==> config.mk <==
export PLATFORM = sky130hd
export DESIGN_NAME = ram_port_arbiter
export DESIGN_NICKNAME = d
export VERILOG_FILES = /design/src/rtl/ram_port_arbiter.sv
export SDC_FILE = /design/constraint.sdc
export NUM_CORES = 1
export LEC_CHECK = 0
export ABC_AREA = 1
export ABC_CLOCK_PERIOD_IN_PS = 6550
export BUFFER_PORTS_ARGS = -buffer_cell sky130_fd_sc_hd__buf_2
export CAP_MARGIN = 20
export CORE_ASPECT_RATIO = 1.75
export CORE_MARGIN = 2
export CORE_UTILIZATION = 30
export CTS_CLUSTER_DIAMETER = 150
export DETAILED_ROUTE_END_ITERATION = 8
export GPL_TIMING_DRIVEN = 1
export HOLD_SLACK_MARGIN = 0.08
export PLACE_DENSITY = 0.59
export RECOVER_POWER = 50
export SLEW_MARGIN = 20
export SYNTH_ARGS = -nofsm -noshare
export SYNTH_HDL_FRONTEND = slang
export SYNTH_SLANG_ARGS = --single-unit
==> constraint.sdc <==
create_clock -name clk_in -period 6.55 [get_ports clk_in]
set_clock_uncertainty 0.15 [all_clocks]
set_input_delay 0.655 -clock clk_in [delete_from_list [all_inputs] [get_ports clk_in]]
set_output_delay 0.655 -clock clk_in [all_outputs]
set_load 0.03 [all_outputs]
==> src/rtl/ram_port_arbiter.sv <==
// Shares the single byte-wide RAM/IO bus between the instruction-fetch path and the MEM stage.
// Multi-byte transfers are sequenced little-endian, one byte per cycle. Read data arrives the
// cycle after its address. Fetches can be aborted by a branch flush. IO writes stall while the
// UART TX buffer is full.
module ram_port_arbiter #(
  parameter int unsigned ADDR_W        = 32,
  parameter bit          DATA_PRIORITY = 1'b1
) (
  input  logic              clk_in,
  input  logic              rst_in,
  input  logic              inst_req_in,
  input  logic [ADDR_W-1:0] inst_addr_in,
  input  logic              flush_in,
  input  logic              data_req_in,
  input  logic              data_we_in,
  input  logic [2:0]        data_width_in,
  input  logic [ADDR_W-1:0] data_addr_in,
  input  logic [31:0]       data_wdata_in,
  input  logic              io_buffer_full_in,
  input  logic [7:0]        ram_din_in,
  output logic [7:0]        ram_dout_out,
  output logic [ADDR_W-1:0] ram_a_out,
  output logic              ram_wr_out,
  output logic              inst_done_out,
  output logic [31:0]       inst_data_out,
  output logic              data_done_out,
  output logic [31:0]       data_rdata_out,
  output logic              inst_busy_out,
  output logic              data_busy_out
);

  typedef enum logic [2:0] {StIdle, StInstRd, StDataRd, StDataWr, StResp} state_e;

  state_e r_state, w_state_d;

  // Transfer bookkeeping. In read states r_cnt is the cycle index within the transfer. In
  // DATA_WR it is the index of the next byte to issue.
  logic [2:0]        r_cnt, w_cnt_d;
  logic [2:0]        r_len, w_len_d;
  logic [ADDR_W-1:0] r_addr, w_addr_d;
  logic [31:0]       r_wdata, w_wdata_d;
  logic [31:0]       r_rbuf, w_rbuf_d;
  logic              r_tie_data, w_tie_data_d;

  // Registered outputs and their next values.
  logic [ADDR_W-1:0] r_ram_a, w_ram_a_d;
  logic [7:0]        r_ram_dout, w_ram_dout_d;
  logic              r_ram_wr, w_ram_wr_d;
  logic              r_inst_done, w_inst_done_d;
  logic [31:0]       r_inst_data, w_inst_data_d;
  logic              r_data_done, w_data_done_d;
  logic [31:0]       r_data_rdata, w_data_rdata_d;
  logic              r_busy, w_busy_d;

  // Decode helpers.
  logic [2:0]        w_data_len;
  logic              w_inst_ok;
  logic              w_tie;
  logic              w_grant_data;
  logic              w_grant_inst;
  logic              w_last_rd;
  logic              w_last_wr;
  logic [ADDR_W-1:0] w_cur_addr;
  logic              w_wr_blocked;
  logic [31:0]       w_rd_merge;
  logic [7:0]        w_wr_byte;

  // Widths of 0 or above 4 mean a full word.
  function automatic logic [2:0] norm_len(input logic [2:0] w);
    return ((w == 3'd0) || (w > 3'd4)) ? 3'd4 : w;
  endfunction

  // Request arbitration and per-cycle transfer decode.
  always_comb begin
    w_data_len   = norm_len(data_width_in);
    w_inst_ok    = inst_req_in && !flush_in;
    w_tie        = data_req_in && w_inst_ok;
    w_grant_data = data_req_in && (!w_inst_ok || DATA_PRIORITY || r_tie_data);
    w_grant_inst = w_inst_ok && !w_grant_data;
    // The last read byte is captured one cycle after its address was issued.
    w_last_rd    = (r_cnt == (r_len + 3'd1));
    w_last_wr    = (r_cnt == r_len);
    w_cur_addr   = (r_state == StIdle) ? data_addr_in : (r_addr + ADDR_W'(r_cnt));
    w_wr_blocked = io_buffer_full_in && (w_cur_addr[17:16] == 2'b11);

    // Byte r_cnt-2 is on ram_din_in this cycle.
    w_rd_merge = r_rbuf;
    case (r_cnt)
      3'd2:    w_rd_merge[7:0]   = ram_din_in;
      3'd3:    w_rd_merge[15:8]  = ram_din_in;
      3'd4:    w_rd_merge[23:16] = ram_din_in;
      3'd5:    w_rd_merge[31:24] = ram_din_in;
      default: ;
    endcase

    case (r_cnt)
      3'd1:    w_wr_byte = r_wdata[15:8];
      3'd2:    w_wr_byte = r_wdata[23:16];
      3'd3:    w_wr_byte = r_wdata[31:24];
      default: w_wr_byte = r_wdata[7:0];
    endcase
  end

  // State register.
  always_ff @(posedge clk_in) begin
    if (rst_in) begin
      r_state <= StIdle;
    end else begin
      r_state <= w_state_d;
    end
  end

  // Next-state logic.
  always_comb begin
    w_state_d = r_state;
    case (r_state)
      StIdle: begin
        if (w_grant_data) begin
          w_state_d = data_we_in ? StDataWr : StDataRd;
        end else if (w_grant_inst) begin
          w_state_d = StInstRd;
        end
      end
      StInstRd: begin
        if (flush_in) begin
          w_state_d = StIdle;
        end else if (w_last_rd) begin
          w_state_d = StResp;
        end
      end
      StDataRd: begin
        if (w_last_rd) begin
          w_state_d = StResp;
        end
      end
      StDataWr: begin
        if (w_last_wr) begin
          w_state_d = StResp;
        end
      end
      StResp:  w_state_d = StIdle;
      default: w_state_d = StIdle;
    endcase
  end

  // Output and datapath next values; bus signals default to idle each cycle.
  always_comb begin
    w_cnt_d        = r_cnt;
    w_len_d        = r_len;
    w_addr_d       = r_addr;
    w_wdata_d      = r_wdata;
    w_rbuf_d       = r_rbuf;
    w_tie_data_d   = r_tie_data;
    w_ram_a_d      = '0;
    w_ram_dout_d   = 8'h00;
    w_ram_wr_d     = 1'b0;
    w_inst_done_d  = 1'b0;
    w_data_done_d  = 1'b0;
    w_inst_data_d  = r_inst_data;
    w_data_rdata_d = r_data_rdata;
    w_busy_d       = (w_state_d != StIdle);

    case (r_state)
      StIdle: begin
        if (w_tie && !DATA_PRIORITY) begin
          w_tie_data_d = !r_tie_data;
        end
        if (w_grant_data) begin
          w_addr_d  = data_addr_in;
          w_len_d   = w_data_len;
          w_wdata_d = data_wdata_in;
          w_rbuf_d  = '0;
          w_ram_a_d = data_addr_in;
          if (!data_we_in) begin
            w_cnt_d = 3'd1;
          end else if (w_wr_blocked) begin
            w_cnt_d = 3'd0;
          end else begin
            w_ram_dout_d = data_wdata_in[7:0];
            w_ram_wr_d   = 1'b1;
            w_cnt_d      = 3'd1;
          end
        end else if (w_grant_inst) begin
          w_addr_d  = inst_addr_in;
          w_len_d   = 3'd4;
          w_rbuf_d  = '0;
          w_ram_a_d = inst_addr_in;
          w_cnt_d   = 3'd1;
        end
      end
      StInstRd, StDataRd: begin
        w_rbuf_d = w_rd_merge;
        if ((r_state == StInstRd) && flush_in) begin
          // Abort: bytes still in flight are dropped with the rest of the transfer.
          w_cnt_d = 3'd0;
        end else if (w_last_rd) begin
          w_cnt_d = 3'd0;
          if (r_state == StInstRd) begin
            w_inst_done_d = 1'b1;
            w_inst_data_d = w_rd_merge;
          end else begin
            w_data_done_d  = 1'b1;
            w_data_rdata_d = w_rd_merge;
          end
        end else begin
          w_cnt_d = r_cnt + 3'd1;
          if (r_cnt < r_len) begin
            w_ram_a_d = r_addr + ADDR_W'(r_cnt);
          end
        end
      end
      StDataWr: begin
        if (w_last_wr) begin
          w_cnt_d       = 3'd0;
          w_data_done_d = 1'b1;
        end else if (w_wr_blocked) begin
          // Hold the pending byte address with the strobe low until the UART drains.
          w_ram_a_d = w_cur_addr;
        end else begin
          w_ram_a_d    = w_cur_addr;
          w_ram_dout_d = w_wr_byte;
          w_ram_wr_d   = 1'b1;
          w_cnt_d      = r_cnt + 3'd1;
        end
      end
      default: ;
    endcase
  end

  // Datapath and output registers.
  always_ff @(posedge clk_in) begin
    if (rst_in) begin
      r_cnt        <= 3'd0;
      r_len        <= 3'd0;
      r_addr       <= '0;
      r_wdata      <= '0;
      r_rbuf       <= '0;
      r_tie_data   <= 1'b1;
      r_ram_a      <= '0;
      r_ram_dout   <= 8'h00;
      r_ram_wr     <= 1'b0;
      r_inst_done  <= 1'b0;
      r_inst_data  <= '0;
      r_data_done  <= 1'b0;
      r_data_rdata <= '0;
      r_busy       <= 1'b0;
    end else begin
      r_cnt        <= w_cnt_d;
      r_len        <= w_len_d;
      r_addr       <= w_addr_d;
      r_wdata      <= w_wdata_d;
      r_rbuf       <= w_rbuf_d;
      r_tie_data   <= w_tie_data_d;
      r_ram_a      <= w_ram_a_d;
      r_ram_dout   <= w_ram_dout_d;
      r_ram_wr     <= w_ram_wr_d;
      r_inst_done  <= w_inst_done_d;
      r_inst_data  <= w_inst_data_d;
      r_data_done  <= w_data_done_d;
      r_data_rdata <= w_data_rdata_d;
      r_busy       <= w_busy_d;
    end
  end

  assign ram_a_out      = r_ram_a;
  assign ram_dout_out   = r_ram_dout;
  assign ram_wr_out     = r_ram_wr;
  assign inst_done_out  = r_inst_done;
  assign inst_data_out  = r_inst_data;
  assign data_done_out  = r_data_done;
  assign data_rdata_out = r_data_rdata;
  assign inst_busy_out  = r_busy;
  assign data_busy_out  = r_busy;

endmodule

==> Word level (Yosys, flattened, before mapping) <==
Cells that the tools add are included.
{ "totals": {"inputBits": 114, "mem_bits_rw": 0, "memories": 0, "latch_bits": 0, "output_inout_bits": 109, "elab_cells": 111, "romBits": 0, "reg_bits": 213} }
{ "classes": {"n_shift": 0, "eq_ne": 13, "mux": 54, "div_mod_pow": 0, "bitwise_logic": 4, "n_reduce_logical": 21, "multipliers": 0, "addsub": 3, "order_cmp": 2} }
{ "op_table": {"columns": ["op", "n"], "rows": [
  ["$mux W32", 11],
  ["$pmux W32 S3", 1],
  ["$mux W8", 9],
  ["$pmux W32 S2", 1],
  ["$mux W3", 14],
  ["$add A32 B3 Y32", 1],
  ["$pmux W8 S3", 1],
  ["$pmux W8 S2", 1],
  ["$eq A3 B2 Y1 const B", 4],
  ["$mux W1", 12],
  ["$pmux W3 S4", 1],
  ["$pmux W3 S3", 1],
  ["$reduce_and A4 Y1", 2],
  ["$add A3 B1 Y3 const B", 2],
  ["$eq A3 B1 Y1 const B", 2],
  ["$eq A3 B3 Y1", 2],
  ["$eq A3 B3 Y1 const B", 2],
  ["$logic_not A3 Y1", 2],
  ["$ne A3 B3 Y1 const B", 2],
  ["$reduce_and A2 Y1", 3],
  ["$reduce_bool A3 Y1", 2],
  ["$logic_and A1 B1 Y1", 4],
  ["$not A1 Y1", 4],
  ["$pmux W1 S2", 2],
  ["other kinds (9)", 11]
]} }

==> Logic depth before layout (Yosys ltp) <==
{ "depth": {"ltp_word": 8, "mapped_depth": 16, "depth_no_buf": 16} }

==> Least setup slack after synthesis <==
OpenSTA, ideal clock, no wires.
{ "synth_path": {"path_type": "register to register", "startpoint": "register r_cnt[1]", "endpoint": "register r_cnt[2]", "period_less_slack_ns": 2.302, "setup_time_ns": 0.128, "path_stages_with_launch": 15, "n_path_buf": 0, "setup_slack_ns": 4.248, "arrival_ns": 2.024, "required_ns": 6.272, "cell_sequence": "dfxtp_1 -> inv_1 -> fa_1 -> inv_1 -> nand3_1 -> nand2_2 -> nand2_2 -> o21bai_2 -> nand3_1 -> a21oi_1 -> nand3_2 -> nand2_2 -> nand2_1 -> nand2_1 -> nor2_1"} }
{ "synth_between": {"elab_chain_cells": 6, "elab_cells_between_ends": 14, "classes_between": "add/sub: 2; eq/ne: 4; mux: 6; reduce/logical: 2"} }
{ "synth_rtl": {"columns": ["element", "line", "source"], "rows": [
  ["from (decl)", "38", "logic [2:0] r_cnt, w_cnt_d;"],
  ["from (signal assigned)", "248", "r_cnt <= w_cnt_d;"],
  ["$add A32 B3 Y32", "83", "w_cur_addr = (r_state == StIdle) ? data_addr_in : (r_addr + ADDR_W'(r_cnt));"],
  ["$mux W32", "83", null],
  ["$eq A2 B2 Y1", "84", "w_wr_blocked = io_buffer_full_in && (w_cur_addr[17:16] == 2'b11);"],
  ["$logic_and A1 B1 Y1", "84", null],
  ["$ne A3 B3 Y1 (no source line)", null, null],
  ["$reduce_and A3 Y1 (no source line)", null, null]
]} }
Parallel ways exist; a longest one is shown, timed or not. The select of a mux whose other input is x is not followed.
A chain may end at the register's enable or synchronous reset.

==> Worst setup path after layout <==
{ "layout_path": {"startpoint": "input port data_req_in", "endpoint": "register r_busy, in the netlist data_busy_out"} }
{ "layout_between": {"elab_chain_cells": 6} }
{ "layout_rtl": {"columns": ["element", "line", "source"], "rows": [
  ["from (decl)", "14", "input logic data_req_in,"],
  ["$logic_not A1 Y1", "79", "w_grant_inst = w_inst_ok && !w_grant_data;"],
  ["$logic_and A1 B1 Y1", "79", null],
  ["$mux W3", "120", "end else if (w_grant_inst) begin"],
  ["$mux W3 (*)", "118", "if (w_grant_data) begin"],
  ["$pmux W3 S4 (*)", "116", "case (r_state)"],
  ["$reduce_bool A3 Y1 (*)", "161", "w_busy_d = (w_state_d != StIdle);"],
  ["to (signal assigned)", "261", "r_busy <= w_busy_d;"],
  ["to (decl)", "53", "logic r_busy, w_busy_d;"]
]} }
Mark *: on every way between the ends. The rest lies on a longest branch, timed or not.

==> metrics.md <==
| Metric | Value |
|---|---|
| Status | `complete, but fails checks` |
| Failing checks | `max-capacitance violations, max-slew violations` |
| Net count, final | `1708` |
| CP delay by family, top | `buffers and inverters` |
| Die Span Y | `243 um` |
| First-pass GRT wire length | `49.5 mm` |
| GR Overflow Total | `0` |
| Slack of the worst reg-to-reg path | `3210 ps` |
| Fmax | `235 MHz` |
| Clk network pwr share | `about 37%` |
| Worst Path Max Fanout | `45` |
| Slowest cell on crit path | `clkbuf_1` |
| Post-DP HPWL | `between 20 and 25 mm` |
| Peak supply drop | `0.000177 V` |
| Internal | `between 2 and 2.5 mW` |
| DRC Markers | `0` |
| Crit path required time | `approximately 6800 ps` |
| RSZ-0062 raised after global routing | `false` |
| Leak | `about 4.8 nW` |
| Pwr dens | `roughly 300 nW/um^2` |
| Worst setup margin | `between 2000 and 2500 ps` |
| Gr usage total | `between 10% and 20%` |
| Hold buffer count at CTS | `0` |
| Max-slew violations | `39` |
| Worst hold path class | `in2reg` |
| WP data arrival | `~4600 ps` |
| Routed Wire Length | `31.6 mm` |
| # IOs | `~220` |
| Skew-Pair Late Insertion Delay | `520 ps` |
| GR Layer Usage met3 | `approximately 2.2%` |
| Switching power | `~1.2 mW` |
| Layout area overhead | `20.1%` |
| TritonCTS clock tree | `done` |
| Die area | `34200 um^2` |
| Ys Warns | `0` |
| Cell variety after synth | `43` |
| Initial Util | `30.4%` |
| Startpoint Class | `input port` |
| Vias in the first global route | `roughly 9.5k` |
| Post-synthesis sequential area ratio | `43.5%` |
| Die X | `approximately 140 um` |
| Fraction of layout cells with a size suffix above 1 | `approximately 14%` |
| Reg clk slew, reported paths | `60 ps` |
| Fill cells | `3560` |
| # rows | `87` |
| Crit end category | `flop` |
| Largest net degree at the start of global routing | `89` |
| TNS Setup | `0 ps` |
| Crit share post-route | `about two thirds` |
| Port buffer count | `approximately 220` |
| Via count | `9629` |
| CP Cell Sequence | `clkbuf_1, a21oi_1, nor2_2, clkbuf_1, inv_2, a21oi_1, a211oi_1, nand3_1, nor2_1, nor2_1` |
| Antenna violations before repair | `1` |
| Count of maximum capacitance violations | `1` |
| Seq pwr share | `41.4%` |
| Met2 Use GR | `34.8%` |
| Setup CP Type | `in2reg` |
| Gate count of the mapped netlist | `approximately 1.4k` |
| Core Area | `about 32000 um^2` |
| Sw frac | `33.5%` |
| Sink Count | `roughly 210` |
| Hold Vio Cnt, Final | `0` |
| Tmin final | `4250 ps` |
| Final setup viols | `0` |
| Slowest cell delay on critical path | `~1200 ps` |
| Diodes inserted | `0` |
| Gr busiest metal | `met2` |
| Synthesis-stage register bit count | `213` |
| H-tree levels | `1` |
| Max-Slew Margin vs Limit | `-15.5%` |
| Comb power frac | `between 20% and 30%` |
| Resize count post-CTS | `0` |
| Slew @ Worst Pin | `~1700 ps` |
| Clock root cell | `clkbuf_16` |
| Routability cong. | `0.927` |
| Synth Net Count | `between 1.5k and 2k` |
| Cell Area, Synth | `between 9000 and 10000 um^2` |
| Post-DR wirelength/cell | `approximately 16 um` |
| Syn Area/Cell | `between 7 and 8 um^2` |
| CTS buffer count | `22` |
| Setup Buffers After CTS | `0` |
| Drt via density | `approximately 4.8` |
| Clk buf depth | `3` |
| Buf/Inv on CP | `3` |
| Met1 Use GR | `a little under a fifth` |
| Detail Route Antenna Nets | `0` |
| DRT Pass-1 Iters | `7` |
| Pre-CTS setup slack | `3330 ps` |
| 1st-iter DRT viols | `between 400 and 500` |
[kinds of logic after synthesis]
logic type      Yosys count  share of synthesized area (%)
compound gates          326                           17.9
xor+xnor                 18                           1.61
fa+ha+maj                14                           1.86
buf+inv                 218                           8.65
flops                   213                           43.5
simple gates            611                           26.5
[cell type report]
class / count / area, um^2 / area share (%)
clock buffers: 31 / 666 / 5.65
clock inverters: 9 / 83.8 / 0.712
inverters: 142 / 533 / 4.53
multi-input cells: 969 / 4690 / 39.9
flip-flops and latches: 213 / 4260 / 36.2
well taps: 400 / 500 / 4.25
repair buffers: 232 / 1040 / 8.80
[cells in the mapped netlist]
library cell  instances  share of area (%)
a31oi_1              15               0.96
nor2_4                5               0.57
buf_6                 1               0.11
nor3_1               11               0.56
inv_1               132                5.1
xor2_1               16                1.4
a21boi_0              1              0.077
a211oi_1              1              0.077
o211ai_1             15                1.1
nand3_2               3               0.31
buf_1                 1              0.038
o21a_1               13                1.0
nand2_2              17                1.1
dfxtp_1             213                 43
a311oi_1              1              0.089
o21bai_2              1               0.11
nor2_2                9               0.57
nor4_1                2               0.13
xnor2_1               2               0.18
clkinv_1              1              0.038
and3_1                1              0.064
nand2_4               1               0.11
nor3_2                1               0.10
nand4_1              14               0.89
a22oi_1               1              0.077
or2_2                13               0.83
nand3_1              58                3.0
nor2_1              107                4.1
a21o_1                1              0.077
buf_2                15               0.77
nand3b_1              1              0.077
a221oi_1              1              0.089
o22ai_1               7               0.45
clkbuf_1             58                2.2
buf_4                 1              0.077
nand2_1             368                 14
inv_2                 9               0.34
o21ai_2               1              0.089
o21ai_0              47                2.4
o21ai_1               2               0.10
ha_1                 13                1.7
a21oi_1             219                 11
fa_1                  1               0.20
[state kept, by name, indices dropped and copies added (netlist names)]
signal and count:
ram_dout_out 8, ram_a_out 32, r_rbuf 32, inst_done_out 1
data_rdata_out 32, r_cnt 3, inst_data_out 32, r_state 3
data_busy_out 1, r_len 3, ram_wr_out 1, r_wdata 32
r_addr 32, data_done_out 1
[cells in the final DEF, fill, tap and decap left out, types with 5 or more instances in the layout]
| cell type | instances |
|---|---|
| nor3_1 | 11 |
| nand4_1 | 14 |
| nand3_1 | 58 |
| buf_4 | 7 |
| o22ai_1 | 7 |
| dfxtp_1 | 213 |
| xor2_1 | 16 |
| nor2_1 | 106 |
| a31oi_1 | 15 |
| clkbuf_1 | 116 |
| clkbuf_16 | 23 |
| a21oi_1 | 219 |
| inv_1 | 133 |
| nor2_2 | 10 |
| nand2_2 | 17 |
| nor2_4 | 5 |
| buf_2 | 111 |
| nand2_1 | 368 |
| inv_2 | 8 |
| o21ai_0 | 47 |
| o21a_1 | 13 |
| or2_2 | 13 |
| ha_1 | 13 |
| o211ai_1 | 15 |
| clkbuf_8 | 6 |
[metrics by stage]
stage	utilization (%)	hold slack, ps	total power, mW	cells	instance area (um^2)
5_1_grt	36.5	202	3.73	1996	11800
2_1_floorplan	-	276	2.04	1400	9800
3_3_place_gp	34.7	289	2.28	1956	11200
3_5_place_dp	34.7	296	2.29	1956	11200
4_1_cts	37.0	172	3.60	1996	11900
6_report	36.5	200	3.54	1996	11800
[routing by layer]
layer / up-vias / wire length [um]
li1: 4873 / -
met1: 4450 / 11900
met2: 235 / 17000
met3: 69 / 1310
met4: 2 / 1410
met5: - / 13
[path summary, 6_finish.rpt]
path	start	end	cells after the start
hold / removal	flush_in	inst_done_out	2
setup reg to reg	r_state[2]	data_busy_out	10
hold reg to reg	r_wdata[21]	r_wdata[21]	2
setup / recovery	data_req_in	data_busy_out	10
[power groups by stage]
stage	clock network [mW]	logic, mW	registers [mW]
2_1_floorplan	0	0.508	1.53
3_3_place_gp	0	0.787	1.49
3_5_place_dp	0	0.795	1.49
4_1_cts	1.34	0.798	1.46
5_1_grt	1.39	0.863	1.47
6_report	1.30	0.770	1.46
No activity file was read; power rests on OpenSTA's default activity.
